[src/rtl/mux_display_ctrl_pkg.sv]
// Shared constants and helpers for the multiplexed 7-segment display controller.
// Segment patterns are active-low, ordered {g,f,e,d,c,b,a}.
package mux_display_ctrl_pkg;

    localparam logic [6:0] SEG_OFF  = 7'h7F;
    localparam logic [6:0] SEG_DASH = 7'b0111111;

    // Decimal digit to active-low segment pattern; 10-15 never occur and stay dark.
    function automatic logic [6:0] seg_pattern(input logic [3:0] d);
        logic [6:0] p;
        case (d)
            4'd0:    p = 7'b1000000;
            4'd1:    p = 7'b1111001;
            4'd2:    p = 7'b0100100;
            4'd3:    p = 7'b0110000;
            4'd4:    p = 7'b0011001;
            4'd5:    p = 7'b0010010;
            4'd6:    p = 7'b0000010;
            4'd7:    p = 7'b1111000;
            4'd8:    p = 7'b0000000;
            4'd9:    p = 7'b0010000;
            default: p = SEG_OFF;
        endcase
        return p;
    endfunction

    // Double-dabble correction applied to one BCD nibble before each shift.
    function automatic logic [3:0] dabble(input logic [3:0] d);
        logic [3:0] r;
        if (d >= 4'd5) begin
            r = d + 4'd3;
        end else begin
            r = d;
        end
        return r;
    endfunction

    // Number of BCD digits needed for a w-bit binary: ceil(w*0.302)+1.
    function automatic int bcd_digits(input int w);
        return (w * 302 + 999) / 1000 + 1;
    endfunction

endpackage

[src/rtl/bin2bcd_seq.sv]
// Sequential shift-add-3 binary to BCD converter, one input bit per clock.
// done pulses combinationally in the final busy cycle, with bcd holding the finished result.
module bin2bcd_seq
    import mux_display_ctrl_pkg::*;
#(
    parameter int VAL_W = 14,
    parameter int BCD_D = bcd_digits(VAL_W)
) (
    input  logic                 clk,
    input  logic                 rst,
    input  logic                 start,
    input  logic [VAL_W-1:0]     bin,
    output logic                 busy,
    output logic                 done,
    output logic [4*BCD_D-1:0]   bcd
);

    localparam int CNT_W = $clog2(VAL_W + 1);

    logic [VAL_W-1:0]   shreg_r;
    logic [4*BCD_D-1:0] work_r;
    logic [CNT_W-1:0]   cnt_r;
    logic               busy_r;
    logic [4*BCD_D-1:0] adj_s;
    logic [4*BCD_D-1:0] next_s;

    // Correct every nibble, then shift in the next binary bit from the top.
    always_comb begin
        adj_s = '0;
        for (int i = 0; i < BCD_D; i++) begin
            adj_s[4*i +: 4] = dabble(work_r[4*i +: 4]);
        end
        next_s = (adj_s << 1) | {{(4*BCD_D-1){1'b0}}, shreg_r[VAL_W-1]};
    end

    // Conversion state; a start while busy is ignored.
    always_ff @(posedge clk or posedge rst) begin
        if (rst) begin
            shreg_r <= '0;
            work_r  <= '0;
            cnt_r   <= '0;
            busy_r  <= 1'b0;
        end else if (busy_r) begin
            work_r  <= next_s;
            shreg_r <= shreg_r << 1;
            cnt_r   <= cnt_r - CNT_W'(1);
            if (cnt_r == CNT_W'(1)) begin
                busy_r <= 1'b0;
            end else begin
                busy_r <= 1'b1;
            end
        end else if (start) begin
            shreg_r <= bin;
            work_r  <= '0;
            cnt_r   <= CNT_W'(VAL_W);
            busy_r  <= 1'b1;
        end else begin
            busy_r  <= 1'b0;
        end
    end

    assign busy = busy_r;
    assign done = busy_r && (cnt_r == CNT_W'(1));
    assign bcd  = next_s;

endmodule

[src/rtl/mux_display_ctrl.sv]
// Multiplexed 7-segment display controller: captures a binary value, converts it to
// BCD, and scans the digits with PWM brightness, leading-zero blanking and overflow dashes.
module mux_display_ctrl
    import mux_display_ctrl_pkg::*;
#(
    parameter int DIGITS   = 4,
    parameter int VAL_W    = 14,
    parameter int SLOT_CYC = 2048
) (
    input  logic              clk,
    input  logic              rst,
    input  logic              en,
    input  logic              load,
    input  logic [VAL_W-1:0]  value,
    input  logic [DIGITS-1:0] dp_in,
    input  logic              blank_lz,
    input  logic [3:0]        bright,
    output logic [6:0]        seg_l,
    output logic              dp_l,
    output logic [DIGITS-1:0] dig_l,
    output logic              busy,
    output logic              ovf
);

    localparam int BCD_D  = bcd_digits(VAL_W);
    localparam int EXT_D  = (BCD_D > DIGITS) ? BCD_D : DIGITS;
    localparam int SLOT_W = $clog2(SLOT_CYC);
    localparam int IDX_W  = (DIGITS > 1) ? $clog2(DIGITS) : 1;
    localparam int PH_DIV = SLOT_CYC / 16;

    logic                conv_busy;
    logic                conv_done;
    logic [4*BCD_D-1:0]  conv_bcd;
    logic [4*EXT_D-1:0]  bcd_ext;
    logic                ovf_s;

    logic [DIGITS-1:0]   dp_cap_r;
    logic [DIGITS-1:0]   dp_disp_r;
    logic [4*DIGITS-1:0] disp_r;
    logic                ovf_r;
    logic [SLOT_W-1:0]   slot_r;
    logic [IDX_W-1:0]    idx_r;

    logic [SLOT_W-1:0]   phase_full_s;
    logic [3:0]          phase_s;
    logic                lit_s;
    logic [DIGITS-1:0]   keep_s;
    logic                lz_seen_s;
    logic [3:0]          cur_digit_s;
    logic [6:0]          seg_s;
    logic                dp_s;
    logic [DIGITS-1:0]   dig_s;

    logic [6:0]          seg_l_r;
    logic                dp_l_r;
    logic [DIGITS-1:0]   dig_l_r;

    bin2bcd_seq #(
        .VAL_W (VAL_W),
        .BCD_D (BCD_D)
    ) u_bin2bcd (
        .clk   (clk),
        .rst   (rst),
        .start (load),
        .bin   (value),
        .busy  (conv_busy),
        .done  (conv_done),
        .bcd   (conv_bcd)
    );

    // Any BCD digit beyond the display width means the value cannot be shown.
    always_comb begin
        bcd_ext = '0;
        bcd_ext[4*BCD_D-1:0] = conv_bcd;
        ovf_s = |(bcd_ext >> (4 * DIGITS));
    end

    // dp bits are captured with the load and published together with the digits.
    always_ff @(posedge clk or posedge rst) begin
        if (rst) begin
            dp_cap_r <= '0;
        end else if (load && !conv_busy) begin
            dp_cap_r <= dp_in;
        end else begin
            dp_cap_r <= dp_cap_r;
        end
    end

    // Display register updates in one step on the edge where the conversion ends.
    always_ff @(posedge clk or posedge rst) begin
        if (rst) begin
            disp_r    <= '0;
            dp_disp_r <= '0;
            ovf_r     <= 1'b0;
        end else if (conv_done) begin
            disp_r    <= bcd_ext[4*DIGITS-1:0];
            dp_disp_r <= dp_cap_r;
            ovf_r     <= ovf_s;
        end else begin
            disp_r    <= disp_r;
            dp_disp_r <= dp_disp_r;
            ovf_r     <= ovf_r;
        end
    end

    // Slot counter and digit index; parked at zero while the display is disabled.
    always_ff @(posedge clk or posedge rst) begin
        if (rst) begin
            slot_r <= '0;
            idx_r  <= '0;
        end else if (!en) begin
            slot_r <= '0;
            idx_r  <= '0;
        end else if (slot_r == SLOT_W'(SLOT_CYC - 1)) begin
            slot_r <= '0;
            if (idx_r == IDX_W'(DIGITS - 1)) begin
                idx_r <= '0;
            end else begin
                idx_r <= idx_r + IDX_W'(1);
            end
        end else begin
            slot_r <= slot_r + SLOT_W'(1);
            idx_r  <= idx_r;
        end
    end

    // Digits at or below the most significant nonzero digit stay visible; digit 0 always does.
    always_comb begin
        keep_s    = '0;
        lz_seen_s = 1'b0;
        for (int i = DIGITS - 1; i >= 0; i--) begin
            lz_seen_s = lz_seen_s | (disp_r[4*i +: 4] != 4'd0);
            keep_s[i] = lz_seen_s;
        end
        keep_s[0] = 1'b1;
    end

    // Next output values; slot count 0 is the anti-ghosting gap.
    always_comb begin
        phase_full_s = slot_r / SLOT_W'(PH_DIV);
        phase_s      = phase_full_s[3:0];
        lit_s        = en && (phase_s <= bright) && (slot_r != '0);
        cur_digit_s  = disp_r[{idx_r, 2'b00} +: 4];
        seg_s        = SEG_OFF;
        dp_s         = 1'b1;
        dig_s        = '1;
        if (lit_s) begin
            dig_s = ~(DIGITS'(1) << idx_r);
            if (ovf_r) begin
                seg_s = SEG_DASH;
                dp_s  = 1'b1;
            end else if (blank_lz && !keep_s[idx_r]) begin
                seg_s = SEG_OFF;
                dp_s  = 1'b1;
            end else begin
                seg_s = seg_pattern(cur_digit_s);
                dp_s  = ~dp_disp_r[idx_r];
            end
        end else begin
            dig_s = '1;
        end
    end

    // Output registers.
    always_ff @(posedge clk or posedge rst) begin
        if (rst) begin
            seg_l_r <= SEG_OFF;
            dp_l_r  <= 1'b1;
            dig_l_r <= '1;
        end else begin
            seg_l_r <= seg_s;
            dp_l_r  <= dp_s;
            dig_l_r <= dig_s;
        end
    end

    assign seg_l = seg_l_r;
    assign dp_l  = dp_l_r;
    assign dig_l = dig_l_r;
    assign busy  = conv_busy;
    assign ovf   = ovf_r;

endmodule

[config.mk]
export PLATFORM = sky130hd
export DESIGN_NAME = mux_display_ctrl
export DESIGN_NICKNAME = d
export VERILOG_FILES = /design/src/rtl/mux_display_ctrl_pkg.sv /design/src/rtl/bin2bcd_seq.sv /design/src/rtl/mux_display_ctrl.sv
export SDC_FILE = /design/constraint.sdc
export NUM_CORES = 1
export LEC_CHECK = 0
export BUFFER_PORTS_ARGS = -buffer_cell sky130_fd_sc_hd__buf_4
export CAP_MARGIN = 20
export CORE_MARGIN = 2
export CORE_UTILIZATION = 45
export DETAILED_ROUTE_END_ITERATION = 10
export PLACE_DENSITY_LB_ADDON = 0.2
export SETUP_SLACK_MARGIN = 0.15
export SLEW_MARGIN = 10
export SYNTH_ARGS = -nofsm -noshare
export SYNTH_HDL_FRONTEND = slang
export SYNTH_SLANG_ARGS = --single-unit
[constraint.sdc]
create_clock -name clk -period 4.6 [get_ports clk]
set_input_delay 0 -clock clk [delete_from_list [all_inputs] [get_ports clk]]
set_output_delay 0 -clock clk [all_outputs]
set_load 0.005 [all_outputs]
==> results list <==
* Leading area contributor after synthesis: dfrtp_1
* Combinational share of power: 39.8%
* Sw power: between 0.001 and 0.0015 W
- Along the worst path, the maximum fanout reaches 56.
- The largest single stage delay on the critical path is about 0.68 ns.
- The worst register-to-register path ends at ovf$_DFFE_PP0P_.
- Top-area cell type share of the netlist area: 41.7%
* Synthesized area per cell: between 10 and 15 um^2
* Status: finished clean
- Buffers on Ports: 40
* Count of routing violations after the opening detailed-route iteration: 145
- Routability-driven placement finished with a final weighted congestion of 0.809.
- Proportion of synthesized chip area in sequential cells: 48.1%
* Worst Path Arrival: 2.40 ns
* Setup repair after global routing missed its margin: no
* Most frequent cell after synthesis: nand2_1
- Top cell types by occurrence after synthesis: nand2_1 (86), dfrtp_1 (81), o21ai_0 (31), ha_1 (29), inv_1 (27)
* Placeable core area: about 10000 um^2
- Per report_power, the clock group accounts for 17.2% of the total.
- Library cells used by synthesis: 45
* Crit path required time: 4.88 ns
- Hold path endpoint: u_bin2bcd.work_r[2]$_DFFE_PP0P_
* R2R cell count: 4
- Number of nets at the end of the flow: 596
- Vias after detailed routing: 3505
- In this run the critical register-to-register path is launched from u_bin2bcd.busy$_DFF_PP0_.
* Critical Path End Type: flip-flop
- Congestion Overflow GR: 0
* Class of the most critical hold timing path: in2reg
* Switching share of total power: 37.9%
* Highest ir drop seen on vdd: 0.305 mV
- Fillers: approximately 940
- From synthesis to final layout, the design area changed by 16.7%.
- Final hold analysis gives a worst-case slack of roughly 0.16 ns.
* Vias in the first global route: 3411
* Top-level port count: 41
* Worst clock skew: between 0.008 and 0.009 ns
- Clock transition at the register clock pins on the worst setup and hold paths after CTS: 0.09 ns
- 1st-pass router iterations: 4
* Largest cells by area after synthesis: dfrtp_1 (42%), ha_1 (7.5%), nand2_1 (6.6%), dfstp_2 (6.5%), mux2i_1 (5.3%)
* Total Neg Setup Slack: 0 ns
* Standard-cell row count: 37
- Share of flip-flops with an asynchronous set or reset: 100%
* Critical path buffers and inverters: 1
- The critical path in this run is classified as reg2reg.
- The number of nets in the synthesized netlist is approximately 540.
- The Yosys step of the flow raised 0 warnings.
- Headroom to the max-slew limit: 46.8%
* Number of antenna violations at the first check in global routing: 0
- Pin count of the biggest net entering global routing: 59
- In this run the vertical extent of the chip is between 100 and 150 um.
- For this block, the routed nets add up to slightly above 9000 um of wire.
* Startpoint kind of the worst setup timing path: flip-flop
- Critical path, cell by cell: buf_4, and4bb_2, nor2_1, a41oi_1
* Internal Dissipation: around 0.0020 W
* Hold path depth: 2
* Worst R2R Setup Slack: 2.48 ns
- Measured along the x axis, the die boundary spans roughly 110 um.
- Counting every instance in the synthesized netlist gives 486.
- Total die area: 11700 um^2
- In this run the cell area of the synthesized design comes to 4860 um^2.
- Buffer type at the clock tree root: clkbuf_8
* Final hold violation count: 0
* Wire length per cell: 13.4 um
- TritonCTS clock tree: yes
- The detail route stage leaves a number of antenna-violating nets equal to 0.
- Cell Count, Final, Fillers Out: 681
- Based on the critical path, the design can be clocked at up to 471 MHz.
* Cell with the largest stage delay on the worst path: dfrtp_2
- In the global route stage, overall resource usage came out at 17.3%.
* Detail-routed via count per cell: ~5
- At the pin with the least slew margin, the transition time is 0.793 ns.
- Number of buffers created by CTS: 9
- Broken down by cell family, the worst path's largest delay share belongs to flip-flops.
* Number of antenna diodes: 0
- Insertion delay of the later-clocked pin in the worst-skew pair: 0.36 ns
- Max-cap violation count: 0
- Counting along the longest clock path gives a buffer depth of 2.
- EDFF count, synth: 0
- Commonest register cell after synthesis: dfrtp_1
- Clock period minus final worst setup slack: around 2.1 ns
- Synth Register Bits: 93
- # DRC: 0
* Leakage power: 2.63 nW
- Pwr/cell area: 554 nW/um^2
- Worst setup path startpoint: u_bin2bcd.busy$_DFF_PP0_
* Initial core utilization: 46.7%
* Total power draw: 0.00315 W
- Number of sinks handled by clock tree synthesis: 93
* DP Cell Count: about 640
* Power share of the sequential group: 43.0%
- Placed wire-length estimate: around 6300 um
* Wire length of the first global-routing pass: 15900 um
- The number of pins with negative max-slew slack in the final report was 0.
- Tcrit/Tclk final: 46.1%
- Layout cells sized above 1: 15.0%
- In this run the number of H-tree levels came out at 3.
- Setup violations remaining at the end of the flow were counted as 0.
* Launch instance of the worst min-delay path: load
-- placed cells by master (no fill, tap or decap), types with 4 or more instances in the layout --
cell	Yosys	final
mux2i_1	26	26
dlygate4sd3_1	0	21
a21o_1	5	5
dfstp_2	12	12
o21ai_0	31	31
xnor2_1	11	11
a31oi_1	4	4
inv_1	27	26
dfrtp_1	81	80
nand3_1	10	10
nand2b_1	19	19
nor2_1	22	22
nor3b_1	9	9
mux2_2	5	5
mux4_2	4	4
and2_1	6	6
a21oi_1	21	21
nor2b_1	4	4
nand2_1	86	86
buf_4	1	42
clkbuf_8	0	10
o31ai_1	12	12
ha_1	29	29
o211ai_1	5	5
-- kinds of logic (layout without fill, tap and decap cells) --
group	after synthesis	after routing	share of synthesized area (%)
xor gates and xnor gates	14	14	2.52
AOI/OAI and AO/OA	87	87	10.9
and+or+nand+nor	179	179	17.9
muxes	36	36	8.90
buffers and inverters	48	107	4.14
adders and majority gates	29	29	7.46
DFF	93	93	48.1
-- worst max-delay path by stage --
stage                             to  slack (ns)  depth (start not counted)
2_1_floorplan  disp_r[0]$_DFFE_PP0P_        2.20                          1
3_3_place_gp         ovf$_DFFE_PP0P_        2.49                          3
3_5_place_dp         ovf$_DFFE_PP0P_        2.48                          4
4_1_cts              ovf$_DFFE_PP0P_        2.45                          4
5_1_grt              ovf$_DFFE_PP0P_        2.25                          4
6_report             ovf$_DFFE_PP0P_        2.48                          4
-- timing repair --
action                                 in CTS  in global routing
resized for setup                           0                  0
hold buffers                               21                  0
buffers inserted                            0                  0
endpoints found under the hold margin      84                  0
-- cell type report --
type / instances / area, um^2 / area share [%]
timing repair buffer: 64 / 546 / 9.61
clock buffer: 12 / 145 / 2.56
tap: 136 / 170 / 3.00
multi-input combinational: 345 / 2320 / 40.9
sequential: 93 / 2340 / 41.3
inverter: 27 / 103 / 1.81
clock inverter: 4 / 47.5 / 0.838
-- sequential cells by signal, indices dropped and copies added (netlist names) --
| signal | cells |
|---|---|
| seg_l | 7 |
| u_bin2bcd.cnt_r | 4 |
| dp_l | 1 |
| ovf | 1 |
| u_bin2bcd.busy | 1 |
| idx_r | 2 |
| u_bin2bcd.work_r | 24 |
| disp_r | 16 |
| dp_disp_r | 4 |
| dp_cap_r | 4 |
| dig_l | 4 |
| slot_r | 11 |
| u_bin2bcd.shreg_r | 14 |
-- metal layers --
| metal | GRT usage (%) | vias up | wire length (um) |
|---|---|---|---|
| li1 | - | 1770 | - |
| met1 | 21.9 | 1672 | 4380 |
| met2 | 29.0 | 55 | 4350 |
| met3 | 4.82 | 8 | 319 |
| met4 | 4.76 | 0 | 112 |
| met5 | 0 | - | 0 |
-- power groups by stage --
stage,logic (W),registers (W),clock network [W]
2_1_floorplan,0.00102,0.00128,0
3_3_place_gp,0.00120,0.00135,0
3_5_place_dp,0.00125,0.00136,0
4_1_cts,0.00127,0.00135,0.000567
5_1_grt,0.00143,0.00139,0.000598
6_report,0.00125,0.00135,0.000543
-- per-stage QoR --
| step | cell area, um^2 | worst slack, ns | utilization, % |
|---|---|---|---|
| 6_report | 5680 | 2.48 | 54.5 |
| 3_5_place_dp | 5250 | 2.48 | 50.4 |
| 2_1_floorplan | 4860 | 2.20 | - |
| 4_1_cts | 5660 | 2.45 | 54.3 |
| 3_3_place_gp | 5250 | 2.49 | 50.4 |
| 5_1_grt | 5680 | 2.25 | 54.5 |
No activity file was read; power rests on OpenSTA's default activity.
